`config.mk`:
```
export PLATFORM = sky130hd
export DESIGN_NAME = sr_latch_bank_flat
export DESIGN_NICKNAME = d
export VERILOG_FILES = /design/src/rtl/sr_latch_pkg.sv /design/src/rtl/sr_latch_bank_if.sv /design/src/rtl/sr_latch_ch.sv /design/src/rtl/sr_latch_bank.sv /design/src/flat_wrapper.sv
export SDC_FILE = /design/constraint.sdc
export NUM_CORES = 1
export LEC_CHECK = 0
export ABC_AREA = 1
export CAP_MARGIN = 0
export CELL_PAD_IN_SITES_DETAIL_PLACEMENT = 1
export CELL_PAD_IN_SITES_GLOBAL_PLACEMENT = 1
export CORE_MARGIN = 2
export CORE_UTILIZATION = 36
export CTS_CLUSTER_DIAMETER = 80
export DETAILED_ROUTE_END_ITERATION = 8
export PLACE_DENSITY_LB_ADDON = 0.1
export REMOVE_ABC_BUFFERS = 1
export SKIP_CTS_REPAIR_TIMING = 1
export SLEW_MARGIN = 40
export SYNTH_ARGS = -nofsm -noshare
export SYNTH_HDL_FRONTEND = slang
export SYNTH_SLANG_ARGS = --single-unit
```
`constraint.sdc`:
```
create_clock -name clk -period 1.4 [get_ports clk]
set_clock_uncertainty 0.05 [all_clocks]
set_input_delay 0.28 -clock clk [delete_from_list [all_inputs] [get_ports clk]]
set_output_delay 0.28 -clock clk [all_outputs]
set_load 0.03 [all_outputs]
```
`src/rtl/sr_latch_pkg.sv`:
```
// Shared constants and elaboration helpers for the sr_latch_bank slice.
// Pure declarations: no latency, no flow control.
package sr_latch_pkg;

   localparam int CLR_FALL = 0;
   localparam int CLR_LOW  = 1;
   localparam int CLR_NONE = 2;

   function automatic bit cnt_w_valid(input int w);
      return (w >= 1) && (w <= 8);
   endfunction

   function automatic bit n_ch_valid(input int n);
      return (n >= 1) && (n <= 32);
   endfunction

endpackage

```
`src/rtl/sr_latch_bank_if.sv`:
```
// Event/flag bus between event sources, the latch bank and the polling controller.
// Carries no state; the master drives en/set/clr and the slave returns registered flags and counts.
interface sr_latch_bank_if #(
   parameter int N_CH  = 8,
   parameter int CNT_W = 4
);
   logic                    en;
   logic [N_CH-1:0]         set;
   logic [N_CH-1:0]         clr;
   logic [N_CH-1:0]         q;
   logic                    any_q;
   logic                    en_fall;
   logic [N_CH*CNT_W-1:0]   cnt;
   logic [N_CH-1:0]         sat;

   modport master (
      output en, set, clr,
      input  q, any_q, en_fall, cnt, sat
   );

   modport slave (
      input  en, set, clr,
      output q, any_q, en_fall, cnt, sat
   );
endinterface

```
`src/rtl/sr_latch_ch.sv`:
```
// One latch channel: sticky flag with set-over-clear priority plus a saturating rising-edge counter.
// One-edge latency from sampled input to q/cnt/sat; no backpressure, every edge is evaluated.
module sr_latch_ch #(
   parameter int CNT_W = 4
) (
   input  logic             clk,
   input  logic             rst,
   input  logic             set,
   input  logic             clear,
   input  logic             set_edge,
   output logic             q,
   output logic             q_nxt,
   output logic [CNT_W-1:0] cnt,
   output logic             sat
);
   localparam logic [CNT_W-1:0] CNT_MAX = '1;

   logic             set_d;
   logic             rise;
   logic             set_ev;
   logic [CNT_W-1:0] cnt_nxt;

   assign rise   = set & ~set_d;
   assign set_ev = set_edge ? rise : set;

   // Set wins over a coincident clear so an event arriving with an acknowledge is kept.
   always_comb begin
      q_nxt = q;
      if (set_ev)
         q_nxt = 1'b1;
      else if (clear)
         q_nxt = 1'b0;
   end

   always_comb begin
      cnt_nxt = cnt;
      if (clear)
         cnt_nxt = rise ? CNT_W'(1) : '0;
      else if (rise && (cnt != CNT_MAX))
         cnt_nxt = cnt + CNT_W'(1);
   end

   always_ff @(posedge clk) begin
      if (rst) begin
         set_d <= 1'b0;
         q     <= 1'b0;
         cnt   <= '0;
         sat   <= 1'b0;
      end else begin
         set_d <= set;
         q     <= q_nxt;
         cnt   <= cnt_nxt;
         sat   <= (cnt_nxt == CNT_MAX);
      end
   end
endmodule

```
`src/rtl/sr_latch_bank.sv`:
```
// Multi-channel sticky set/reset latch bank with shared enable-driven clearing and event counters.
// All outputs registered, one-edge latency; no backpressure, events are never stalled.
module sr_latch_bank
   import sr_latch_pkg::*;
#(
   parameter int N_CH     = 8,
   parameter int CNT_W    = 4,
   parameter int CLR_MODE = 0,
   parameter int SET_EDGE = 1
) (
   input  logic             clk,
   input  logic             rst,
   sr_latch_bank_if.slave   bus
);
   if (!cnt_w_valid(CNT_W)) begin : g_bad_cnt_w
      $error("sr_latch_bank: CNT_W out of range 1..8");
   end
   if (!n_ch_valid(N_CH)) begin : g_bad_n_ch
      $error("sr_latch_bank: N_CH out of range 1..32");
   end

   logic                  en_d;
   logic                  en_fall_cmb;
   logic                  ec;
   logic [N_CH-1:0]       ch_clear;
   logic [N_CH-1:0]       q_w;
   logic [N_CH-1:0]       q_nxt;
   logic [N_CH-1:0]       sat_w;
   logic [N_CH*CNT_W-1:0] cnt_w;

   // en_d resets low so an enable held across reset never looks like a falling edge.
   assign en_fall_cmb = en_d & ~bus.en;

   always_comb begin
      ec = 1'b0;
      case (CLR_MODE)
         CLR_FALL: ec = en_fall_cmb;
         CLR_LOW:  ec = ~bus.en;
         default:  ec = 1'b0;
      endcase
   end

   assign ch_clear = bus.clr | {N_CH{ec}};

   for (genvar i = 0; i < N_CH; i++) begin : g_ch
      sr_latch_ch #(
         .CNT_W (CNT_W)
      ) u_ch (
         .clk      (clk),
         .rst      (rst),
         .set      (bus.set[i]),
         .clear    (ch_clear[i]),
         .set_edge (SET_EDGE != 0),
         .q        (q_w[i]),
         .q_nxt    (q_nxt[i]),
         .cnt      (cnt_w[i*CNT_W +: CNT_W]),
         .sat      (sat_w[i])
      );
   end

   // any_q comes from next-state q so it lines up with q on the same edge.
   always_ff @(posedge clk) begin
      if (rst) begin
         en_d        <= 1'b0;
         bus.en_fall <= 1'b0;
         bus.any_q   <= 1'b0;
      end else begin
         en_d        <= bus.en;
         bus.en_fall <= en_fall_cmb;
         bus.any_q   <= |q_nxt;
      end
   end

   assign bus.q   = q_w;
   assign bus.cnt = cnt_w;
   assign bus.sat = sat_w;
endmodule

```
`src/flat_wrapper.sv`:
```
// flat-port wrapper written by rule: the top's interface ports become plain ports
module sr_latch_bank_flat import sr_latch_pkg::*;
#(
   parameter int N_CH     = 8,
   parameter int CNT_W    = 4,
   parameter int CLR_MODE = 0,
   parameter int SET_EDGE = 1
)
  (clk, rst, bus_en, bus_set, bus_clr, bus_q, bus_any_q, bus_en_fall, bus_cnt, bus_sat);
  sr_latch_bank_if #(.N_CH(N_CH), .CNT_W(CNT_W)) bus_i ();
  input  logic clk;
  input  logic rst;
  input wire logic [$bits(bus_i.en)-1:0] bus_en;
  input wire logic [$bits(bus_i.set)-1:0] bus_set;
  input wire logic [$bits(bus_i.clr)-1:0] bus_clr;
  output wire logic [$bits(bus_i.q)-1:0] bus_q;
  output wire logic [$bits(bus_i.any_q)-1:0] bus_any_q;
  output wire logic [$bits(bus_i.en_fall)-1:0] bus_en_fall;
  output wire logic [$bits(bus_i.cnt)-1:0] bus_cnt;
  output wire logic [$bits(bus_i.sat)-1:0] bus_sat;
  assign bus_i.en = bus_en;
  assign bus_i.set = bus_set;
  assign bus_i.clr = bus_clr;
  assign bus_q = bus_i.q;
  assign bus_any_q = bus_i.any_q;
  assign bus_en_fall = bus_i.en_fall;
  assign bus_cnt = bus_i.cnt;
  assign bus_sat = bus_i.sat;
  sr_latch_bank #(.N_CH(N_CH), .CNT_W(CNT_W), .CLR_MODE(CLR_MODE), .SET_EDGE(SET_EDGE)) u_core (.clk(clk), .rst(rst), .bus(bus_i));
endmodule
```
==> results.sh, run 1 <==
export IMPL_status="finished, final reports clean"
export IMPL_grt_antenna_before_repair=0
export IMPL_max_slew_margin_rel=0.728
export IMPL_cts_tree="yes"
export IMPL_syn_instance_count=415
export IMPL_ys_seq_area_frac=0.393
export IMPL_cp_slowest_cell="dfxtp_1"
export IMPL_synth_area_leaders="dfxtp_1 (39%), nand2_1 (13%), nor2_1 (7.5%)"
export IMPL_drive_above_1_share=0.334
export IMPL_critPathKind="flip-flop to output pin"
export IMPL_start_util=0.369
export IMPL_grt_total_usage=0.193
export IMPL_grt_pass1_wl_mm=13.6
export IMPL_netlist_area_sq_um=3000
export IMPL_fill_cells=1027
export IMPL_drtIter0Drc=78
export IMPL_nets=565
export IMPL_clockPowerShare=0.355
export IMPL_register_area_sq_um=1200
export IMPL_power_switching_share=0.281
export IMPL_routed_wl_mm=8.94
export IMPL_worst_pin_slew_ns=0.404
export IMPL_cp_cell_sequence="buf_4 > buf_4"
export IMPL_cts_buffers=9
export IMPL_numPortBuffers=68
export IMPL_clk_pin_slew_ns=0.07
export IMPL_yosys_area_top_type="dfxtp_1"
export IMPL_ant_nets=0
export IMPL_ys_warn_count=0
export IMPL_critPathTopFamily="flip-flops"
export IMPL_io_pins=69
export IMPL_avgViaCountPerCell=4.68
export IMPL_ir_worst_vdd_mv=0.557
export IMPL_drc=0
export IMPL_fmax_ghz=0.741
export IMPL_cp_data_required_time_ns=1.07
export IMPL_cp_end_kind="output pin"
export IMPL_p_comb_frac=0.193
export IMPL_crit_top_cell="buf_4"
export IMPL_leakage_nw=2.50
export IMPL_seqPwrFrac=0.452
export IMPL_synth_seq_cells=59
export IMPL_insertion_delay_ns=0.33
export IMPL_setup_tns_ns=0
export IMPL_synth_most_common_cell="nand2_1"
export IMPL_cp_start_kind="flip-flop"
export IMPL_grt_pass1_vias=3050
export IMPL_ys_async_sr_fraction=0
export IMPL_period_share=0.964
export IMPL_cap_violations=0
export IMPL_detail_route_first_pass_iterations=6
export IMPL_synthFlopType="dfxtp_1"
export IMPL_cp_buffers_inverters=2
export IMPL_final_setup_viol_count=0
export IMPL_areaGrowthSynthToFinish_pct=51.8
export IMPL_cts_root_buf="clkbuf_8"
export IMPL_yosysUniqueCellTypes=24
export IMPL_fp_row_count=33
export IMPL_p_int_w=0.00286
export IMPL_die_x_um=95.3
export IMPL_yosysTopAreaCellShare=0.393
export IMPL_avgSynthCellArea_sq_um=7.24
export IMPL_h_tree_depth=3
export IMPL_grt_ovfl_total=0
export IMPL_core_sq_um=8130
export IMPL_insertedDiodeCount=0
export IMPL_powerDensity_nw_per_um2=873
export IMPL_dp_slack_ns=-0.338
export IMPL_worstPathMaxFanout=4
export IMPL_hold_viol_final=0
export IMPL_multi_input_area_sq_um=1670
export IMPL_synth_edf_count=0
export IMPL_cts_sinks=59
export IMPL_hpwlAfterDp_mm=6.38
export IMPL_vias=3030
export IMPL_arrival_ns=1.02
export IMPL_grt_start_max_net_pins=19
export IMPL_finalWeightedCongestion=0.889
export IMPL_hold_path_class="input pin to flip-flop"
export IMPL_slew_violations=0
export IMPL_setup_slack_ns=0.0507
export IMPL_dieArea_sq_um=9090
export IMPL_p_switching_w=0.00112
export IMPL_netlist_top_cells_count="nand2_1 (101), nor2_1 (60), dfxtp_1 (59)"
export IMPL_wire_per_inst_um=13.8
export IMPL_cts_buffer_depth=2
export IMPL_min_period_ns=1.35
export IMPL_max_stage_delay_ns=0.38
export IMPL_die_h_um=95.3
## tightest hold or removal path, delay by kind of cell
kind                   cells  cell delay [ns]
buffers and inverters      2             0.21
and+or+nand+nor            1             0.08
## routing by layer
layer,global-route usage,part of all wire,up-vias
met4,0.0543,0.0097,0
met5,0,0,-
met3,0.0569,0.038,6
li1,-,-,1532
met2,0.339,0.53,55
met1,0.227,0.43,1437
## logic make-up (layout without fill, tap and decap cells)
logic type | after synthesis | after routing | share of synthesized area
XOR/XNOR | 7 | 7 | 0.0204
adder cells (fa/ha/maj) | 8 | 8 | 0.0333
buffers and inverters | 69 | 195 | 0.110
flip-flops | 59 | 59 | 0.393
AO/OA/AOI/OAI | 28 | 28 | 0.0517
AND/OR/NAND/NOR | 244 | 245 | 0.391
## power by group through the flow
stage          clock, W  combinational [W]  sequential, W
3_3_place_gp          0           0.000711        0.00182
6_report        0.00141           0.000767        0.00180
3_5_place_dp          0           0.000726        0.00182
2_1_floorplan         0           0.000273        0.00191
5_1_grt         0.00154           0.000846        0.00180
4_1_cts         0.00147           0.000735        0.00179
## path summary, 6_finish.rpt
check                                                start                       to  slack, ns  depth (start not counted)
worst min-delay path                                bus_en              u_core.en_d       0.22                          3
worst min register to register       u_core.g_ch[4].u_ch.q    u_core.g_ch[4].u_ch.q       0.47                          2
worst max register to register  u_core.g_ch[2].u_ch.cnt[0]  u_core.g_ch[2].u_ch.sat       0.06                          7
worst max-delay path            u_core.g_ch[7].u_ch.cnt[2]              bus_cnt[30]       0.05                          2
## registers in the layout (all words and copies together), names as in the netlist
name / flops
u_core.g_ch.u_ch.q: 8
u_core.bus.en_fall: 1
u_core.bus.any_q: 1
u_core.g_ch.u_ch.set_d: 8
u_core.en_d: 1
u_core.g_ch.u_ch.cnt: 32
u_core.g_ch.u_ch.sat: 8
## metrics by stage
stage	utilization	total power, W	std cells	area (sq um)	hold WS [ns]
floorplan	-	0.00218	393	2850	0.299
global placement	0.502	0.00253	626	4090	0.467
detailed placement	0.502	0.00255	626	4090	0.475
CTS	0.524	0.00399	641	4260	0.271
global route	0.560	0.00419	647	4560	0.247
finish	0.560	0.00398	647	4560	0.223
## cell usage in the layout, fill, tap and decap left out, types with 3 or more instances in the layout
master	synthesis	routed
buf_4	16	82
ha_4	0	3
nor2_1	60	57
nand3_4	0	4
nor3_1	6	6
nand3b_1	12	12
inv_1	44	42
dfxtp_2	0	13
a21oi_2	4	4
clkbuf_8	0	12
nand2_2	4	8
nand3_2	4	5
ha_2	0	5
nand2_4	2	6
dfxtp_1	59	44
clkdlybuf4s50_1	0	16
dlymetal6s2s_1	0	28
inv_2	2	3
nor2_4	12	13
xor2_1	7	7
o21ai_0	13	11
nor2_2	7	9
clkbuf_2	0	5
nand2_1	101	93
a21oi_1	11	11
nand3_1	34	29
## area by class of cell
type | instances | share of cell area
multi-input cells | 288 | 0.366
flip-flops and latches | 59 | 0.264
repair buffers | 133 | 0.261
inverters | 47 | 0.0404
clock buffers | 13 | 0.0371
well taps | 105 | 0.0288
clock inverters | 2 | 0.00220
Note: power is estimated with default switching activity, not from simulation.
==> run 2: changes to the inputs <==
RECOVER_POWER = 50   (was default)
==> run 2 against run 1 <==
First-iteration DRC count rose by 6.4%. Critical path depth rose by 5. Setup slack got worse by 0.035 ns. Register-to-register slack got worse by 0.04 ns. Global-route usage did not move. Sequential share of layout area rose by 0.19 points. Flip-flop and latch count did not move. Combinational power fell by 2%. Power fell by 0.20%. Sequential power barely moved. Die area did not move. Largest cell class unchanged.
==> results.sh, run 2 (synthesis gave the netlist of run 1 again) <==
export IMPL_status="finished, final reports clean"
export IMPL_cts_buffer_depth=2
export IMPL_core_sq_um=8130
export IMPL_ir_worst_vdd_mv=0.559
export IMPL_vias=3037
export IMPL_hpwlAfterDp_mm=6.38
export IMPL_numPortBuffers=68
export IMPL_dpl_cell_area_sq_um=4090
export IMPL_max_stage_delay_ns=0.33
export IMPL_hold_path_class="input pin to flip-flop"
export IMPL_critPathKind="flip-flop to flip-flop"
export IMPL_grt_antenna_before_repair=0
export IMPL_worst_pin_slew_ns=0.886
export IMPL_arrival_ns=1.57
export IMPL_insertedDiodeCount=0
export IMPL_r2r_start="u_core.g_ch[2].u_ch.cnt[0]"
export IMPL_min_to="u_core.en_d"
export IMPL_hold_depth=3
export IMPL_finalWeightedCongestion=0.889
export IMPL_min_period_ns=1.38
export IMPL_holdWs_ns=0.217
export IMPL_die_h_um=95.3
export IMPL_cap_violations=0
export IMPL_start_util=0.369
export IMPL_crit_top_cell="nand2_1"
export IMPL_cts_root_buf="clkbuf_8"
export IMPL_fill_cells=1031
export IMPL_fin_area_sq_um=4530
export IMPL_routed_wl_mm=8.96
export IMPL_top_register="u_core.g_ch.u_ch.cnt"
export IMPL_cp_cell_sequence="ha_1 > nand3_2 > nand2_2 > o21ai_0 > nand2_1 > nand2_1 > nor2_1"
export IMPL_regToRegEndpoint="u_core.g_ch[2].u_ch.sat"
export IMPL_cp_buffers_inverters=0
export IMPL_largest_reg_flops=32
export IMPL_drtIter0Drc=83
export IMPL_worst_r2r_setup_slack_ns=0.02
export IMPL_h_tree_depth=3
export IMPL_period_share=0.989
export IMPL_final_cells=647
export IMPL_register_area_sq_um=1200
export IMPL_fmax_ghz=0.722
export IMPL_cts_tree="yes"
export IMPL_min_delay_start="bus_en"
export IMPL_insertion_delay_ns=0.33
export IMPL_final_setup_viol_count=0
export IMPL_cp_slowest_cell="dfxtp_2"
export IMPL_multi_input_area_sq_um=1670
export IMPL_cp_end_kind="flip-flop"
export IMPL_max_slew_margin_rel=0.409
export IMPL_areaGrowthSynthToFinish_pct=50.7
export IMPL_dp_slack_ns=-0.338
export IMPL_nets=565
export IMPL_powerDensity_nw_per_um2=877
export IMPL_worstPathMaxFanout=5
export IMPL_dp_cells=626
export IMPL_grt_pass1_wl_mm=13.6
export IMPL_slew_violations=0
export IMPL_setup_tns_ns=0
export IMPL_grt_total_usage=0.193
export IMPL_drc=0
export IMPL_dieArea_sq_um=9090
export IMPL_wire_per_inst_um=13.8
export IMPL_final_cell_mix="nand2_1 (93), buf_4 (76), nor2_1 (57)"
export IMPL_layout_commonest_cell="nand2_1"
export IMPL_clk_pin_slew_ns=0.07
export IMPL_ant_nets=0
export IMPL_rr_worst_depth=7
export IMPL_cts_buffers=9
export IMPL_avgViaCountPerCell=4.69
export IMPL_hold_viol_final=0
export IMPL_grt_ovfl_total=0
export IMPL_critPathTopFamily="simple AND/OR/NAND/NOR gates"
export IMPL_cp_data_required_time_ns=1.58
export IMPL_io_pins=69
export IMPL_fp_row_count=33
export IMPL_leakage_nw=2.50
export IMPL_detail_route_first_pass_iterations=4
export IMPL_grt_pass1_vias=3050
export IMPL_cp_start_kind="flip-flop"
export IMPL_drive_above_1_share=0.327
export IMPL_grt_start_max_net_pins=19
export IMPL_die_x_um=95.3
export IMPL_cts_sinks=59
export IMPL_setup_slack_ns=0.0159
==> run 2: per-layer routing <==
layer  part of all wire  GRT usage  vias to the layer above
met3              0.040     0.0569                        9
met2               0.52      0.339                       52
met1               0.43      0.227                     1442
met4              0.013     0.0543                        0
li1                   -          -                     1534
met5                  0          0                        -
==> run 2: through the flow <==
step                 util  power (W)
global placement    0.502    0.00253
CTS                 0.524    0.00399
floorplan               -    0.00218
global route        0.556    0.00418
detailed placement  0.502    0.00255
finish              0.556    0.00397
==> run 2: worst max-delay path by stage <==
stage / from / endpoint / cells past startpoint
after floorplan: u_core.g_ch[7].u_ch.cnt[0] / u_core.g_ch[7].u_ch.sat / 8
final: u_core.g_ch[2].u_ch.cnt[0] / u_core.g_ch[2].u_ch.sat / 7
after global placement: bus_en / u_core.g_ch[5].u_ch.sat / 7
after global routing: u_core.g_ch[2].u_ch.cnt[0] / u_core.g_ch[2].u_ch.sat / 7
after CTS: u_core.g_ch[4].u_ch.cnt[0] / bus_cnt[16] / 1
after detailed placement: bus_en / u_core.g_ch[5].u_ch.sat / 7
==> run 2: power by group <==
group / internal, W / leakage, nW / switching [W] / total (W)
logic: 0.000330 / 1.91 / 0.000423 / 0.000753
registers: 0.00174 / 0.489 / 0.0000535 / 0.00180
clock network: 0.000773 / 0.0953 / 0.000648 / 0.00142
total: 0.00285 / 2.50 / 0.00112 / 0.00397
==> run 2: final cells by class <==
class                      instances  area share
inverter                          47      0.0406
sequential                        59       0.266
multi-input combinational        288       0.368
clock inverter                     2     0.00221
timing repair buffer             133       0.257
tap                              105      0.0290
clock buffer                      13      0.0373
==> run 2: worst reg2reg max path, delay by kind of cell, from the launching register on <==
kind	cells	cell delay [ns]
flops	1	0.33
simple gates	5	0.41
fa+ha+maj	1	0.23
compound gates	1	0.24
